File: config.mk
export PLATFORM = sky130hd
export DESIGN_NAME = usb_tx_line
export DESIGN_NICKNAME = d
export VERILOG_FILES = /design/src/rtl/usb_tx_pkg.sv /design/src/rtl/usb_tx_bit_timer.sv /design/src/rtl/usb_tx_line.sv
export SDC_FILE = /design/constraint.sdc
export NUM_CORES = 1
export LEC_CHECK = 0
export BUFFER_PORTS_ARGS = -buffer_cell sky130_fd_sc_hd__buf_2
export CAP_MARGIN = 15
export CORE_UTILIZATION = 49
export CTS_CLUSTER_SIZE = 12
export DETAILED_ROUTE_END_ITERATION = 10
export GPL_TIMING_DRIVEN = 0
export HOLD_SLACK_MARGIN = 0.12
export PLACE_DENSITY = 0.74
export SYNTH_ARGS = -nofsm -noshare
export SYNTH_HDL_FRONTEND = slang
export SYNTH_SLANG_ARGS = --single-unit
File: constraint.sdc
create_clock -name clk -period 2.6 [get_ports clk]
set_input_delay 0.26 -clock clk [delete_from_list [all_inputs] [get_ports clk]]
set_output_delay 0.26 -clock clk [all_outputs]
set_load 0.02 [all_outputs]
File: src/rtl/usb_tx_pkg.sv
// Shared types and constants for the full-speed USB transmit line driver.
// Line pairs are packed as {d_plus, d_minus}.
package usb_tx_pkg;

  typedef enum logic [2:0] {
    StIdle,
    StSync,
    StData,
    StEopSe0,
    StEopJ
  } tx_state_t;

  localparam logic [1:0] LINE_J   = 2'b10;
  localparam logic [1:0] LINE_K   = 2'b01;
  localparam logic [1:0] LINE_SE0 = 2'b00;

  localparam logic [7:0]  SYNC_BYTE    = 8'h80;
  localparam int unsigned STUFF_LIMIT  = 6;
  localparam int unsigned EOP_SE0_BITS = 2;

endpackage

File: src/rtl/usb_tx_bit_timer.sv
// Bit-period divider: counts 0..CLKS_PER_BIT-1 and flags the last cycle of each bit.
module usb_tx_bit_timer #(
  parameter int unsigned CLKS_PER_BIT = 8
) (
  input  logic clk,
  input  logic rst,
  input  logic clear,
  output logic bit_end
);

  localparam int unsigned CntW = (CLKS_PER_BIT > 1) ? $clog2(CLKS_PER_BIT) : 1;

  logic [CntW-1:0] cnt_q, cnt_d;

  assign bit_end = (cnt_q == CntW'(CLKS_PER_BIT - 1));

  always_comb begin
    cnt_d = cnt_q + CntW'(1);
    if (clear || bit_end) begin
      cnt_d = '0;
    end
  end

  always_ff @(posedge clk) begin
    if (rst) begin
      cnt_q <= '0;
    end else begin
      cnt_q <= cnt_d;
    end
  end

endmodule

File: src/rtl/usb_tx_line.sv
// Full-speed USB transmit line driver: SYNC, LSB-first data with bit stuffing and NRZI,
// then EOP. The byte latched in IDLE is the first data byte; later bytes are pulled per byte.
module usb_tx_line
  import usb_tx_pkg::*;
#(
  parameter int unsigned CLKS_PER_BIT = 8
) (
  input  logic       clk,
  input  logic       rst,
  input  logic       tx_valid,
  input  logic [7:0] tx_data,
  input  logic       tx_last,
  output logic       tx_ready,
  output logic       d_plus,
  output logic       d_minus,
  output logic       d_oe,
  output logic       tx_busy,
  output logic       tx_error
);

  tx_state_t  state_q, state_d;
  logic [7:0] shift_q, shift_d;
  logic       last_q, last_d;
  logic [2:0] bit_cnt_q, bit_cnt_d;
  logic [2:0] ones_q, ones_d;
  logic       level_q, level_d;  // NRZI level, 1 = J
  logic [1:0] eop_cnt_q, eop_cnt_d;
  logic [1:0] line_q, line_d;
  logic       oe_q, oe_d;

  logic       bit_end, stuff_owed, byte_done;
  logic       send_en, send_bit;
  logic [7:0] src;
  logic [2:0] nxt_idx;

  usb_tx_bit_timer #(
    .CLKS_PER_BIT(CLKS_PER_BIT)
  ) u_bit_timer (
    .clk    (clk),
    .rst    (rst),
    .clear  (state_q == StIdle),
    .bit_end(bit_end)
  );

  assign stuff_owed = (ones_q == 3'(STUFF_LIMIT));
  assign byte_done  = bit_end && (bit_cnt_q == 3'd7) && !stuff_owed;
  assign tx_ready   = (state_q == StIdle) || ((state_q == StData) && byte_done && !last_q);
  assign tx_error   = (state_q == StData) && tx_ready && !tx_valid;
  assign tx_busy    = (state_q != StIdle);
  assign d_plus     = line_q[1];
  assign d_minus    = line_q[0];
  assign d_oe       = oe_q;

  assign src     = (state_q == StSync) ? SYNC_BYTE : shift_q;
  assign nxt_idx = bit_cnt_q + 3'd1;

  always_comb begin
    state_d   = state_q;
    shift_d   = shift_q;
    last_d    = last_q;
    bit_cnt_d = bit_cnt_q;
    ones_d    = ones_q;
    level_d   = level_q;
    eop_cnt_d = eop_cnt_q;
    line_d    = line_q;
    oe_d      = oe_q;
    send_en   = 1'b0;
    send_bit  = 1'b0;

    unique case (state_q)
      StIdle: begin
        line_d = LINE_J;
        oe_d   = 1'b0;
        if (tx_valid) begin
          shift_d   = tx_data;
          last_d    = tx_last;
          state_d   = StSync;
          oe_d      = 1'b1;
          bit_cnt_d = 3'd0;
          send_en   = 1'b1;
          send_bit  = SYNC_BYTE[0];
        end
      end
      StSync, StData: begin
        if (bit_end) begin
          if (stuff_owed) begin
            // Stuffed 0: same bit index, just an extra toggled period.
            send_en  = 1'b1;
            send_bit = 1'b0;
          end else if (bit_cnt_q != 3'd7) begin
            bit_cnt_d = nxt_idx;
            send_en   = 1'b1;
            send_bit  = src[nxt_idx];
          end else if (state_q == StSync) begin
            state_d   = StData;
            bit_cnt_d = 3'd0;
            send_en   = 1'b1;
            send_bit  = shift_q[0];
          end else if (!last_q && tx_valid) begin
            shift_d   = tx_data;
            last_d    = tx_last;
            bit_cnt_d = 3'd0;
            send_en   = 1'b1;
            send_bit  = tx_data[0];
          end else begin
            // Last byte finished or underrun.
            state_d   = StEopSe0;
            line_d    = LINE_SE0;
            level_d   = 1'b1;
            ones_d    = 3'd0;
            eop_cnt_d = 2'd0;
          end
        end
      end
      StEopSe0: begin
        if (bit_end) begin
          if (eop_cnt_q == 2'(EOP_SE0_BITS - 1)) begin
            state_d = StEopJ;
            line_d  = LINE_J;
          end else begin
            eop_cnt_d = eop_cnt_q + 2'd1;
          end
        end
      end
      StEopJ: begin
        if (bit_end) begin
          state_d = StIdle;
          oe_d    = 1'b0;
        end
      end
      default: state_d = StIdle;
    endcase

    if (send_en) begin
      level_d = send_bit ? level_q : !level_q;
      ones_d  = send_bit ? (ones_q + 3'd1) : 3'd0;
      line_d  = level_d ? LINE_J : LINE_K;
    end
  end

  always_ff @(posedge clk) begin
    if (rst) begin
      state_q   <= StIdle;
      shift_q   <= 8'h00;
      last_q    <= 1'b0;
      bit_cnt_q <= 3'd0;
      ones_q    <= 3'd0;
      level_q   <= 1'b1;
      eop_cnt_q <= 2'd0;
      line_q    <= LINE_J;
      oe_q      <= 1'b0;
    end else begin
      state_q   <= state_d;
      shift_q   <= shift_d;
      last_q    <= last_d;
      bit_cnt_q <= bit_cnt_d;
      ones_q    <= ones_d;
      level_q   <= level_d;
      eop_cnt_q <= eop_cnt_d;
      line_q    <= line_d;
      oe_q      <= oe_d;
    end
  end

endmodule

# After elaboration in Yosys (flattened, before gate mapping)
# Cells that the tools add are included.
dict set report op_classes {
  addsub 4
  n_lt_le_gt_ge 1
  n_eq_ne 33
  muxes 78
  reduce_logical 30
}
# op n
set ops {}
lappend ops {{$mux W3} 23}
lappend ops {{$mux W8} 7}
lappend ops {{$mux W1} 28}
lappend ops {{$ne A2 B2 Y1 const B} 14}
lappend ops {{$ne A3 B3 Y1 const B} 9}
lappend ops {{$reduce_and A8 Y1} 3}
lappend ops {{$mux W2} 11}
lappend ops {{$pmux W8 S2} 1}
lappend ops {{$eq A3 B3 Y1 const B} 4}
lappend ops {{$pmux W3 S4} 1}
lappend ops {{$reduce_bool A2 Y1} 5}
lappend ops {{$add A3 B1 Y3 const B} 3}
lappend ops {{$logic_and A1 B1 Y1} 7}
lappend ops {{$reduce_and A7 Y1} 1}
lappend ops {{$eq A3 B2 Y1 const B} 2}
lappend ops {{$pmux W1 S2} 3}
lappend ops {{$pmux W2 S3} 1}
lappend ops {{$pmux W3 S2} 1}
lappend ops {{$reduce_and A6 Y1} 1}
lappend ops {{$reduce_and A5 Y1} 1}
lappend ops {{$logic_not A1 Y1} 4}
lappend ops {{$lt A3 B4 Y1 const B} 1}
lappend ops {{$ne A4 B4 Y1 const B} 1}
lappend ops {{$pmux W2 S2} 1}
lappend ops {{other kinds (11)} 13}
dict set report word_totals {
  reg_bits 27
  in_bits 12
  output_inout_bits 6
  word_cells 156
}

# Depth between registers and ports, before layout
dict set report depth {
  depth_word 11
  ltp_mapped 9
  ltp_nobuf 8
}

# Cells and area by module
# From an unflattened synthesis, not the netlist that was laid out.
dict set report hier_totals {
  cells_unflattened 187
  hier_area_um2 1585.3
}
# module instances cells_each area_per_inst_um2 seq_area_each_um2
set by_module_without_submodules {}
lappend by_module_without_submodules {usb_tx_line 1 179 1476.4 480.5}
lappend by_module_without_submodules {usb_tx_bit_timer 1 8 108.9 60.1}

# Worst setup path after synthesis
# No wires, ideal clock.
dict set report synth_path {
  kind {reg-to-output}
  startpoint {register bit_cnt_q[0]}
  endpoint {output tx_error}
  arrival_ns 1.999
  required_time_ns 2.340
  slack_ns 0.341
  path_stages_with_launch 7
  n_path_buf 0
  cell_sequence {dfxtp_1 ha_1 ha_1 a21boi_2 nand2_1 or2_1 nor4_1}
}
dict set report synth_between {
  elab_chain_cells 8
}
# item line_no
set synth_lines {}
lappend synth_lines {{start, declared} usb_tx_line.sv:24} ;# logic [2:0] bit_cnt_q, bit_cnt_d;
lappend synth_lines {{start signal, assigned} usb_tx_line.sv:156} ;# bit_cnt_q <= bit_cnt_d;
lappend synth_lines {{$eq A3 B3 Y1} usb_tx_line.sv:46} ;# assign byte_done = bit_end && (bit_cnt_q == 3'd7) && !stuff_owed;
lappend synth_lines {{$logic_and A1 B1 Y1 (2 in series)} usb_tx_line.sv:46}
lappend synth_lines {{$logic_and A1 B1 Y1 (2 in series)} usb_tx_line.sv:47} ;# assign tx_ready = (state_q == StIdle) || ((state_q == StData) && byte_done && !last_q);
lappend synth_lines {{$logic_or A1 B1 Y1} usb_tx_line.sv:47}
lappend synth_lines {{$logic_and A1 B1 Y1 (2 in series)} usb_tx_line.sv:48} ;# assign tx_error = (state_q == StData) && tx_ready && !tx_valid;
lappend synth_lines {{end, declared} usb_tx_line.sv:18} ;# output logic tx_error
# No other way between the ends.

# Final worst setup path
dict set report layout_path {
  startpoint {register bit_cnt_q[0]}
  endpoint {output tx_ready}
}
dict set report layout_between {
  elab_chain_cells 6
}
# item line_no
set layout_lines {}
lappend layout_lines {{$eq A3 B3 Y1} usb_tx_line.sv:46}
lappend layout_lines {{$logic_and A1 B1 Y1 (2 in series)} usb_tx_line.sv:46}
lappend layout_lines {{$logic_and A1 B1 Y1 (2 in series)} usb_tx_line.sv:47}
lappend layout_lines {{$logic_or A1 B1 Y1} usb_tx_line.sv:47}
lappend layout_lines {{end, declared} usb_tx_line.sv:13} ;# output logic tx_ready,
# No other way between the ends.

==> run summary <==
======================================================================================================
Post-route clock period utilization                                                              0.955
Kind of start point of the critical path                                                     flip-flop
Proportion of synthesized flip-flops having asynchronous set or reset                                0
Total setup buffers inserted after CTS                                                               0
Die boundary height                                                                            57.0 um
Post-DR vias/cell                                                                                 5.93
Core area                                                                                     2810 um2
Cell count along the critical path                                                                   7
Switching power as a share of total power                                                        0.363
Via count of the first global-routing pass                                                        1223
Worst path slowest cell                                                                   sky130_fd_sc_hd__dfxtp_4
Final Power                                                                                    1070 uW
Critical path's top delay family                                                          compound AO/OA/AOI/OAI gates
Number of distinct standard cells referenced by the synthesized netlist                             43
Post-synthesis instance total                                                                      173
DRC marker count from the first detailed-route iteration                                            52
Number of inserted filler cells in the final layout                                                259
Most instantiated flip-flop cell in the synthesis netlist                                 sky130_fd_sc_hd__dfxtp_1
Area used by sequential logic in the layout                                                    544 um2
Min-Delay Path Class                                                                      input port to flip-flop
Sequential cell fraction of total power                                                          0.461
DRC Markers                                                                                          0
Switching power                                                                                 388 uW
Max-slew violation total from the final report                                                       0
Register bit total from synthesis                                                                   27
Number of buffers on the longest clock path                                                          2
Number of clock sinks                                                                               27
Critical path's largest stage delay                                                             420 ps
Clk network pwr share                                                                            0.176
Final critical delay including setup and external delays                                       2480 ps
Wire length per cell after detailed routing                                                    14.0 um
Cell-internal power                                                                             682 uW
Post-cts hold buffer count                                                                           0
Transition at the pin with the smallest max-transition slack                                    645 ps
Gpl congestion                                                                                   0.888
Number of flops mapped to enable cells by yosys                                                      0
Number of warnings issued by yosys                                                                   0
TNS Setup                                                                                         0 ps
Total leakage power                                                                        0.000654 uW
Endpoint required time on the critical path                                                    2340 ps
Worst Setup SP                                                                            bit_cnt_q[0]$_SDFFE_PP0P_
HPWL after detailed placement                                                                  2.45 mm
Remaining global-route overflow                                                                      0
Total wire length after detailed routing                                                       3.13 mm
Count of nets left with antenna violations after detail routing                                      0
Data arrival time of the critical path                                                         2220 ps
Gate power share                                                                                 0.362
CTS Root Cell                                                                             sky130_fd_sc_hd__clkbuf_4
Post-synthesis sequential area ratio                                                             0.365
Total clock buffers created by CTS                                                                   3
Footprint of the multi-input gates                                                             860 um2
Cells traversed along the worst timing path                                               ha_1 > ha_2 > a21boi_2 > nand2_1 > or2_1 > a211oi_1 > buf_2
Power per cell area                                                                         653 nW/um2
Count of final hold-check violations                                                                 0
Clock transition at the register clock pins on the worst setup and hold paths after CTS         160 ps
Worst setup slack for register-to-register paths                                                180 ps
Maximum Capacitance Violations                                                                       0
Synth-to-Final Area Change                                                                       10.7%
Number of rows in the core area                                                                     19
Worst-Skew Late Latency                                                                         340 ps
Maximum number of pins on one net before global-route repair                                        16
Global-route wire length before repair                                                         5.31 mm
Synthesized area                                                                              1480 um2
Termination of the worst setup path                                                           tx_ready
Total nets after synthesis                                                                         192
Initial Utilization                                                                              0.528
Layout Skew                                                                                    18.1 ps
FMAX                                                                                           403 MHz
CTS H-tree depth                                                                                     1
Antenna diode instance count                                                                         0
Final net count                                                                                    213
First-pass iteration count of the detailed router                                                    4
CTS tree                                                                                           yes
Fraction of layout instances using a drive strength above 1                                      0.171
Critical path capture point type                                                            output pin
FF-to-FF End                                                                              shift_q[6]$_SDFFE_PP0P_
Outcome                                                                                   finished clean
Chip width                                                                                     57.0 um
Combined global-route utilization of all metal layers                                            0.207
Mean instance size in the synthesized netlist                                                 8.56 um2
Via count                                                                                         1329
Final setup fails                                                                                    0
Initial antenna violation count                                                                      0
Setup repair after global routing missed its margin                                              false
Path type of the worst setup path                                                         flip-flop to output pin
Relative slew slack                                                                              0.567
Port Buffer Count                                                                                   16
Crit-path max FO                                                                                     7
Crit path buf inv count                                                                              1
Final worst hold slack                                                                          148 ps
Die Area                                                                                      3240 um2
Launch point of the worst reg-to-reg path                                                 bit_cnt_q[0]$_SDFFE_PP0P_
Maximum vdd ir drop                                                                             367 uV
Logic depth of the worst register-to-register path                                                   9
Io pins                                                                                             18
======================================================================================================
logic make-up (layout without fill, tap and decap cells):
family          after synthesis  in the layout  synth area share
compound gates               34             34             0.167
xor+xnor                      3              3            0.0178
fa+ha+maj                     7              7            0.0592
mux                          12             12            0.0896
flops                        27             27             0.365
buf+inv                      21             41            0.0600
simple gates                 69             69             0.241
worst reg2reg max path, cell delays in order (launching register included):
cell,delay (ps)
sky130_fd_sc_hd__dfxtp_4,420
sky130_fd_sc_hd__ha_1,170
sky130_fd_sc_hd__ha_2,230
sky130_fd_sc_hd__a21boi_2,230
sky130_fd_sc_hd__nand2_1,90
sky130_fd_sc_hd__or2_1,270
sky130_fd_sc_hd__a2111oi_2,370
sky130_fd_sc_hd__buf_4,260
sky130_fd_sc_hd__mux2i_1,220
sky130_fd_sc_hd__nor2_1,50
cell usage after synthesis, types with 4 or more instances:
cell type / n / area share
sky130_fd_sc_hd__clkbuf_1: 4 / 0.010
sky130_fd_sc_hd__ha_1: 7 / 0.059
sky130_fd_sc_hd__dfxtp_1: 27 / 0.37
sky130_fd_sc_hd__mux2i_1: 11 / 0.074
sky130_fd_sc_hd__nor2_1: 18 / 0.046
sky130_fd_sc_hd__a21oi_1: 12 / 0.041
sky130_fd_sc_hd__inv_1: 11 / 0.028
sky130_fd_sc_hd__nor4_1: 5 / 0.021
sky130_fd_sc_hd__nand2_1: 17 / 0.043
sky130_fd_sc_hd__nand2b_1: 6 / 0.025
sky130_fd_sc_hd__nor3_1: 5 / 0.017
sky130_fd_sc_hd__nor2b_1: 5 / 0.021
power groups by stage:
stage / combinational [uW] / sequential [uW] / clock [uW]
2_1_floorplan: 289 / 505 / 0
3_3_place_gp: 368 / 499 / 0
3_5_place_dp: 384 / 503 / 0
4_1_cts: 385 / 494 / 193
5_1_grt: 429 / 501 / 213
6_report: 388 / 494 / 189
through the flow:
stage / setup WS [ps] / area (um2) / std cells / util
floorplan: 341 / 1480 / 173 / -
global placement: 87.5 / 1600 / 220 / 0.570
detailed placement: 24.1 / 1600 / 220 / 0.570
CTS: 46.6 / 1630 / 224 / 0.580
global route: 22.7 / 1640 / 224 / 0.584
finish: 117 / 1640 / 224 / 0.584
layer usage:
layer / wire length, um / GRT usage / part of all wire / vias to the layer above
li1: - / - / - / 654
met3: 140 / 0.0272 / 0.045 / 5
met2: 1530 / 0.343 / 0.49 / 38
met1: 1420 / 0.268 / 0.45 / 632
met4: 46 / 0.0976 / 0.015 / 0
met5: 0 / 0 / 0 / -
state kept, by name, summed over array words and instances, names as in the netlist:
| register | flops |
|---|---|
| bit_cnt_q | 3 |
| d_oe | 1 |
| eop_cnt_q | 2 |
| last_q | 1 |
| level_q | 1 |
| line_q | 2 |
| ones_q | 3 |
| shift_q | 8 |
| state_q | 3 |
| u_bit_timer.cnt_q | 3 |
cells in the final DEF, fill, tap and decap left out, drive strengths merged, types with 5 or more instances in the layout:
| cell type | instances |
|---|---|
| dfxtp | 27 |
| buf | 22 |
| nor2 | 18 |
| nand2 | 17 |
| a21oi | 13 |
| inv | 11 |
| mux2i | 11 |
| ha | 7 |
| clkbuf | 7 |
| nand2b | 6 |
| nor3 | 5 |
| nor2b | 5 |
| nor4 | 5 |
worst min path at each step:
| stage | start | to | cells past startpoint |
|---|---|---|---|
| 6_report | tx_last | last_q$_SDFFE_PP0P_ | 3 |
| 5_1_grt | tx_last | last_q$_SDFFE_PP0P_ | 3 |
| 4_1_cts | tx_last | last_q$_SDFFE_PP0P_ | 3 |
| 3_5_place_dp | u_bit_timer.cnt_q[0]$_SDFF_PP0_ | u_bit_timer.cnt_q[0]$_SDFF_PP0_ | 1 |
| 3_3_place_gp | u_bit_timer.cnt_q[0]$_SDFF_PP0_ | u_bit_timer.cnt_q[0]$_SDFF_PP0_ | 1 |
| 2_1_floorplan | tx_data[6] | shift_q[6]$_SDFFE_PP0P_ | 2 |
cell type report:
cell class	count	share of cell area
clock buffer	3	0.0137
inverter	11	0.0252
buffer	10	0.0290
sequential	27	0.332
tap	31	0.0237
multi-input combinational	125	0.524
timing repair buffer	16	0.0489
clock inverter	1	0.00305
what timing repair did:
item | CTS | global route
endpoints found under the setup margin | 3 | 10
gates resized for setup | 1 | 3
pin swaps | 0 | 0
Power figures use the tool's default switching activity.
